`config.mk`:
```
export PLATFORM = sky130hd
export DESIGN_NAME = bram_readout
export DESIGN_NICKNAME = d
export VERILOG_FILES = /design/src/rtl/bram_readout_pkg.sv /design/src/rtl/readout_skid_fifo.sv /design/src/rtl/bram_readout.sv
export SDC_FILE = /design/constraint.sdc
export NUM_CORES = 1
export LEC_CHECK = 0
export CAP_MARGIN = 10
export CORE_MARGIN = 2
export CORE_UTILIZATION = 50
export DETAILED_ROUTE_END_ITERATION = 7
export HOLD_SLACK_MARGIN = 0.08
export PLACE_DENSITY = 0.84
export SLEW_MARGIN = 10
export SYNTH_ARGS = -nofsm -noshare
export SYNTH_HDL_FRONTEND = slang
export SYNTH_HIERARCHICAL = 1
export SYNTH_SLANG_ARGS = --single-unit
```
`constraint.sdc`:
```
create_clock -name CLK -period 3.4 [get_ports CLK]
set_input_delay 0.34 -clock CLK [delete_from_list [all_inputs] [get_ports CLK]]
set_output_delay 0.34 -clock CLK [all_outputs]
set_load 0.01 [all_outputs]
```
`src/rtl/bram_readout_pkg.sv`:
```
// bram_readout_pkg: shared widths, depth and FSM states
// for the capture BRAM read-side engine.
package bram_readout_pkg;

  localparam int DEF_ADDR_W = 11;
  localparam int DEF_DATA_W = 8;
  localparam int BRAM_DEPTH = 2 ** DEF_ADDR_W;

  typedef enum logic [1:0] {
    IDLE,
    READ,
    DRAIN,
    FINISH
  } readout_state_t;

endpackage

```
`src/rtl/readout_skid_fifo.sv`:
```
// readout_skid_fifo: small circular buffer between the
// BRAM read return and the output byte stream.
module readout_skid_fifo #(
  parameter int DATA_W    = 8,
  parameter int BUF_DEPTH = 2
) (
  input  logic                             CLK,
  input  logic                             RST,
  input  logic                             push,
  input  logic [DATA_W-1:0]                din,
  input  logic                             pop,
  output logic [DATA_W-1:0]                dout,
  output logic                             full,
  output logic                             empty,
  output logic [$clog2(BUF_DEPTH+1)-1:0]   count
);

  localparam int PW = $clog2(BUF_DEPTH);
  localparam int CW = $clog2(BUF_DEPTH + 1);

  logic [DATA_W-1:0] mem [BUF_DEPTH];
  logic [PW-1:0]     rd_ptr;
  logic [PW-1:0]     wr_ptr;
  logic              do_push;
  logic              do_pop;

  function automatic logic [PW-1:0] nxt(
    input logic [PW-1:0] p
  );
    return (p == PW'(BUF_DEPTH - 1)) ? '0 : p + 1'b1;
  endfunction

  assign full    = (count == CW'(BUF_DEPTH));
  assign empty   = (count == '0);
  assign do_pop  = pop & ~empty;
  // a pop frees the slot, so push into a full buffer is fine then
  assign do_push = push & (~full | do_pop);
  assign dout    = mem[rd_ptr];

  always_ff @(posedge CLK) begin
    if (RST) begin
      rd_ptr <= '0;
      wr_ptr <= '0;
      count  <= '0;
      for (int i = 0; i < BUF_DEPTH; i++) begin
        mem[i] <= '0;
      end
    end else begin
      if (do_push) begin
        mem[wr_ptr] <= din;
        wr_ptr      <= nxt(wr_ptr);
      end
      if (do_pop) begin
        rd_ptr <= nxt(rd_ptr);
      end
      count <= count + CW'(do_push) - CW'(do_pop);
    end
  end

endmodule

```
`src/rtl/bram_readout.sv`:
```
// bram_readout: reads a span of the capture BRAM and streams
// the bytes out over valid/ready with full backpressure.
module bram_readout
  import bram_readout_pkg::*;
#(
  parameter int ADDR_W    = DEF_ADDR_W,
  parameter int DATA_W    = DEF_DATA_W,
  parameter int BUF_DEPTH = 2
) (
  input  logic              CLK,
  input  logic              RST,
  input  logic              start,
  input  logic [ADDR_W-1:0] start_addr,
  input  logic [ADDR_W:0]   length,
  output logic              busy,
  output logic              done,
  output logic              bram_en,
  output logic [ADDR_W-1:0] bram_addr,
  input  logic [DATA_W-1:0] bram_dout,
  output logic [DATA_W-1:0] m_data,
  output logic              m_valid,
  input  logic              m_ready
);

  localparam int CW = $clog2(BUF_DEPTH + 1);
  localparam int LW = ADDR_W + 1;
  localparam logic [LW-1:0] DEPTH = LW'(2 ** ADDR_W);

  readout_state_t state;
  readout_state_t state_nx;

  logic [ADDR_W-1:0] addr;
  logic [LW-1:0]     remaining;
  logic [LW-1:0]     len_c;
  logic              inflight;
  logic              issue;
  logic              pop;
  logic              full;
  logic              empty;
  logic [CW-1:0]     count;
  logic [CW:0]       occ;

  assign len_c   = (length > DEPTH) ? DEPTH : length;
  assign m_valid = ~empty;
  assign pop     = m_valid & m_ready;

  // occupancy after this cycle's return and pop settle
  assign occ = {1'b0, count}
             + (CW+1)'(inflight)
             - (CW+1)'(pop);

  assign issue = (state == READ)
               & ~(full & ~pop)
               & (occ < (CW+1)'(BUF_DEPTH));

  assign bram_en   = issue;
  assign bram_addr = addr;
  assign busy      = (state == READ) | (state == DRAIN);
  assign done      = (state == FINISH);

  always_comb begin
    state_nx = state;
    unique case (state)
      IDLE: begin
        if (start) begin
          state_nx = (len_c == '0) ? FINISH : READ;
        end
      end
      READ: begin
        if (issue && remaining == LW'(1)) begin
          state_nx = DRAIN;
        end
      end
      DRAIN: begin
        if (pop && count == CW'(1) && !inflight) begin
          state_nx = FINISH;
        end
      end
      FINISH: state_nx = IDLE;
      default: state_nx = IDLE;
    endcase
  end

  always_ff @(posedge CLK) begin
    if (RST) begin
      state     <= IDLE;
      addr      <= '0;
      remaining <= '0;
      inflight  <= 1'b0;
    end else begin
      state    <= state_nx;
      inflight <= issue;
      if (state == IDLE && start) begin
        addr      <= start_addr;
        remaining <= len_c;
      end else if (issue) begin
        addr      <= addr + 1'b1;
        remaining <= remaining - 1'b1;
      end
    end
  end

  readout_skid_fifo #(
    .DATA_W    (DATA_W),
    .BUF_DEPTH (BUF_DEPTH)
  ) u_fifo (
    .CLK   (CLK),
    .RST   (RST),
    .push  (inflight),
    .din   (bram_dout),
    .pop   (pop),
    .dout  (m_data),
    .full  (full),
    .empty (empty),
    .count (count)
  );

endmodule

```
==> impl_metrics.json <==
{
  "track_usage_pct": 20.6,
  "cts_buffer_depth": 2,
  "grt_use_met2_pct": 36.6,
  "port_buffers": 57,
  "start_util_pct": 52.4,
  "met3_usage_pct": 5.89,
  "powerDensity_nw_per_um2": 589,
  "timing.rr.start": "u_fifo/count[1]",
  "dr_total_vias": 1999,
  "criticalPathCategory": "in -> out",
  "setup_slack_ns": 0.321,
  "setup-tns-final_ns": 0,
  "ant_nets": 0,
  "drtIter0Drc": 63,
  "synth_cells": 238,
  "ys.flop_type": "dfxtp_1",
  "gp_congestion": 0.837,
  "worstRegToRegCells": 11,
  "async_flop_share_pct": 0,
  "syn_area_per_cell_um2": 10.5,
  "grt_pass1_vias": 2001,
  "cap_violations": 0,
  "hold_buffers": 0,
  "worstPathArrival_ns": 2.74,
  "hold_depth": 2,
  "rows": 25,
  "yosysSeqAreaShare_pct": 43.9,
  "grt_pass1_wl_um": 8650,
  "clk_latency_ns": 0.31,
  "hold_path.class": "reg -> reg",
  "cts-root-buf": "clkbuf_8",
  "path_clk_slew_ns": 0.09,
  "layout-drive-gt1-share_pct": 9.54,
  "clock_skew_ns": 0.00363,
  "synth-warning-count": 6,
  "max_freq_mhz": 325,
  "setup_violations": 0,
  "cts_made_buffers": 5,
  "synth_area_leaders": "dfxtp_1 25%, edfxtp_1 19%, ha_1 5.0%",
  "synth_edf_count": 16,
  "ctsResizeCount": 0,
  "synth.most_common_cell": "dfxtp_1",
  "cp-start-kind": "input port",
  "die_h_um": 74.9,
  "post_cts_buffers": 0,
  "globalRoute.totalOverflow": 0,
  "yosysTopAreaCell": "dfxtp_1",
  "worst_pin_slew_ns": 0.888,
  "post-dp-hpwl_um": 3980,
  "grt_busiest_layer": "met2",
  "postLayoutCoreUtil_pct": 68.6,
  "r2r-end": "remaining[10]",
  "p_leak_nw": 1.24,
  "nFillCells": 397,
  "fin_crit_ns": 3.08,
  "synth-seq-cells": 47,
  "wl_um": 5300,
  "whs_ns": 0.537,
  "cp_max_fo": 6,
  "ios": 58,
  "maxSlewHeadroom_pct": 40.8,
  "fin_crit_sh_pct": 90.5,
  "area_delta_synth_final_pct": 30.9,
  "grtUsageMet1_pct": 23.3,
  "total_power_mw": 1.94,
  "outcome": "completed",
  "peakVddDrop_v": 0.000376,
  "synthTopCellsByCount": "31 x dfxtp_1, 22 x nor2_1, 17 x and2_1",
  "drtPass1Iterations": 4,
  "rrSetupSlack_ns": 0.65,
  "cp-end-kind": "output port",
  "diodes": 0,
  "antenna_found_initial": 0,
  "grt_max_degree": 29,
  "core_area_um2": 4790,
  "wl_per_cell_um": 14.3,
  "report.final.slew_viol_count": 0,
  "die_w_um": 74.9,
  "die-area_um2": 5600,
  "clkSinkCount": 47,
  "place_ws_ns": 0.269,
  "final_nets": 349,
  "syn-cell-area_um2": 2510,
  "cts_tree": "yes",
  "drc_errors": 0,
  "h-tree-depth": 2,
  "yosysTopAreaCellShare_pct": 24.7,
  "syn-num-nets": 284,
  "hp-start": "u_fifo/rd_ptr",
  "hold_violations": 0,
  "required_ns": 3.06,
  "synth_cell_type_count": 50,
  "rsz0062_at_grt": "no",
  "vias_per_cell": 5.39
}
-- metal layers --
| metal | wire [µm] | vias to the layer above |
|---|---|---|
| met5 | 0 | - |
| met4 | 81 | 0 |
| met3 | 285 | 9 |
| met2 | 2720 | 55 |
| met1 | 2210 | 944 |
| li1 | - | 991 |
-- worst max-delay path: stages --
cell and delay (ns):
clkdlybuf4s50_1 0.52, nand2b_4 0.10, nor2_1 0.17, o21ai_0 0.14, fa_1 0.49, nand2_1 0.12
a211oi_2 0.27, clkdlybuf4s50_1 0.59
-- power breakdown --
part / switching (mW) / internal (mW) / leakage, nW / total (mW)
sequential: 0.0947 / 0.695 / 0.421 / 0.790
combinational: 0.392 / 0.408 / 0.778 / 0.801
clock: 0.197 / 0.147 / 0.0408 / 0.344
-- cell families (layout without fill, tap and decap cells) --
family / after synthesis / in the layout / share of synthesized area, %
muxes: 9 / 9 / 3.99
DFF: 47 / 47 / 43.9
AOI/OAI and AO/OA: 40 / 40 / 13.0
xor gates and xnor gates: 24 / 24 / 8.37
adders and majority gates: 11 / 11 / 5.78
buffers and inverters: 15 / 81 / 2.49
and+or+nand+nor: 92 / 92 / 22.5
-- state kept, by name, indices dropped and copies added, names as in the netlist, named ones only --
name	flops
bram_addr	11
inflight	1
remaining	12
state	2
u_fifo/count	2
u_fifo/mem	16
u_fifo/rd_ptr	1
u_fifo/wr_ptr	1
-- cell usage in the layout (no fill, tap or decap), drive strengths merged, types with 2 or more instances in the layout --
master,synthesis,layout
clkdlybuf4s50,0,57
dfxtp,31,31
nor2,22,22
and2,18,18
edfxtp,16,16
a211oi,14,14
xor2,12,12
xnor2,12,12
ha,10,10
a22o,9,9
inv,8,9
buf,3,8
mux2,8,8
nand2,7,7
nor2b,7,7
nand3,7,7
nand4,5,5
clkbuf,4,5
a21oi,5,5
nor3,4,4
nor4,4,4
nor3b,3,3
o21ai,2,2
or2,2,2
nand4b,2,2
and3,2,2
nand3b,2,2
a21o,2,2
clkinvlp,0,2
nand2b,2,2
a2111oi,2,2
nor4bb,2,2
-- cell type report --
class	count	area (µm²)	share of cell area (%)
tap	67	83.8	2.55
sequential	47	1100	33.5
multi-input combinational	176	1350	41.0
clock buffer	5	68.8	2.10
timing repair buffer	65	631	19.2
clock inverter	3	23.8	0.724
inverter	8	30.0	0.914
-- through the flow --
step	cell area, µm²	std cells
final	3280	371
after global routing	3280	371
after CTS	3280	371
after detailed placement	3190	363
after global placement	3190	363
after floorplan	2510	238
-- worst max path at each step --
stage	startpoint	to	slack (ns)	depth (start not counted)
6_report	m_ready	bram_en	0.32	8
5_1_grt	m_ready	bram_en	0.18	8
4_1_cts	m_ready	bram_en	0.31	8
3_5_place_dp	m_ready	remaining[10]	0.27	11
3_3_place_gp	m_ready	bram_en	0.33	8
2_1_floorplan	u_fifo/count[1]	state[1]	0.52	10
Power figures use the tool's default switching activity.
==> edit: new RTL, same settings <==
The 4 states of `readout_state_t` get a one-hot encoding in 4 bits.
--- a/src/rtl/bram_readout_pkg.sv
+++ b/src/rtl/bram_readout_pkg.sv
@@ -8,7 +8,7 @@
 
-  typedef enum logic [1:0] {
-    IDLE,
-    READ,
-    DRAIN,
-    FINISH
+  typedef enum logic [3:0] {
+    IDLE   = 4'b0001,
+    READ   = 4'b0010,
+    DRAIN  = 4'b0100,
+    FINISH = 4'b1000
   } readout_state_t;
Check against the original RTL: same outputs for any inputs over 10 cycles, from zero or initial values and one cycle with RST high; not proved beyond that.
==> edit against the unedited design <==
Cell area increased by 1.6%; wire length increased by 5.4%; setup slack got worse by 0.14 ns; register-to-register slack worse by 0.24 ns; synthesized area is 3.1% higher; sequential cell count is 2 higher.
Power is not compared: it rests on default switching activity, and its combinational part moved more than twofold at a synthesized area within 25%.
==> edit: results (changes against the unedited design) <==
share of layout cells above drive strength 1: 9.79% (+0.25 points)
reg-to-reg endpoint: bram_addr[8]
sequential share of the synthesized area: 44.1% (+0.21 points)
Layout Nets: 368 (+5.4%)
Worst-path clk slew: 0.09 ns (about the same)
status: completed
YS warnings: 6 (unchanged)
crit path max fanout: 2 (-4)
M1 WL: 2.52 mm (+14%)
M2 GR Usage: 34.1% (-2.5 points)
top sig layer: met4
gpl congestion: 0.846 (+1.0%)
drt initial violations: 116 (+84%)
top cells by count, synth: 33 x dfxtp_1, 22 x nor2_1, 18 x a21oi_1
M3 GR Usage: 3.57% (-2.3 points)
Avg Vias per Cell: 5.55 (+2.9%)
Register-to-Register Path Depth: 11 (unchanged)
post-synth cell types: 54 (+8.0%)
Critical path origin: m_ready
met1 GRT Util: 26.2% (+2.9 points)
Fin Clk Skew: 0.00434 ns (+0.000710 ns)
drt wl/cell: 14.1 um (-1.5%)
Crit path arrival time: 2.88 ns (+0.14 ns)
largest net degree at the start of global routing: 34 (+17%)
proportion of synthesized area in mux cells: 3.91% (-0.073 points)
clk buf depth: 2 (unchanged)
Synth Area in Adders: 3.67% (-2.1 points)
Slew Limit Headroom: 48.6% (+7.8 points)
Post-CTS Resized: 0 (unchanged)
Post-Synth XOR/XNOR Area: 4.06% (-4.3 points)
number of I/O port buffers: 57 (unchanged)
HPWL Detailed: 4.09 mm (+2.8%)
GRT Util Overall: 20.0% (-0.64 points)
met3 wire length: 268 um (-6.0%)
first-pass GRT wire length: 9.65 mm (+12%)
reg2reg start: u_fifo/count[0]
instance area at placement: 3240 um^2 (+1.6%)
Reg2Reg Setup Slack: 0.41 ns (-0.24 ns)
==> edit: cell types whose count changed in the layout (fill, tap and decap cells not counted), sizes merged, moves of 4 or more <==
cell    unedited run  this run
a22o               9         0
inv                9        15
o21ai              2        13
nor4               4        11
a211oi            14         7
a21oi              5        18
ha                10         6
xor2              12         3
a311oi             0         4
nand2              7        16
==> edit: worst min-delay path by stage <==
| stage | to | cells after the start | start |
|---|---|---|---|
| floorplan | remaining[3] | 2 | length[3] |
| global route | u_fifo/rd_ptr | 2 | u_fifo/rd_ptr |
| detailed placement | flip-flop | 2 | u_fifo/rd_ptr |
| CTS | flip-flop | 2 | u_fifo/rd_ptr |
| global placement | remaining[11] | 2 | remaining[11] |
| finish | remaining[11] | 2 | remaining[11] |
==> edit: layout make-up <==
class | instances | area (um^2)
Timing Repair Buffer | 63 | 616
Fill cell | 412 | 1700
Inverter | 14 | 52.6
Sequential cell | 49 | 1140
Clock inverter | 3 | 25.0
Tap cell | 70 | 87.6
Clock buffer | 5 | 68.8
Multi-Input combinational cell | 193 | 1350
==> edit: per-stage QoR <==
stage,instances,hold slack (ns),setup WS [ns],total power [mW]
finish,397,0.523,0.179,1.28
global route,397,0.565,0.00369,1.34
CTS,397,0.527,0.0572,1.29
detailed placement,389,0.500,0.0800,0.939
global placement,389,0.490,0.214,0.932
floorplan,266,0.449,0.385,0.821
==> edit: report_power, final <==
group	total (mW)	switching, mW	internal [mW]	leakage (nW)
registers	0.676	0.0354	0.641	0.436
logic	0.252	0.123	0.129	0.733
clock network	0.356	0.207	0.149	0.0447
==> edit: worst max-delay path, stage by stage <==
cell and delay, ns:
clkdlybuf4s50_1 0.45, nor2b_1 0.19, ha_1 0.25, nand2b_1 0.15
fa_1 0.38, xnor2_1 0.26, o2111ai_2 0.16, inv_1 0.14
clkdlybuf4s50_1 0.55
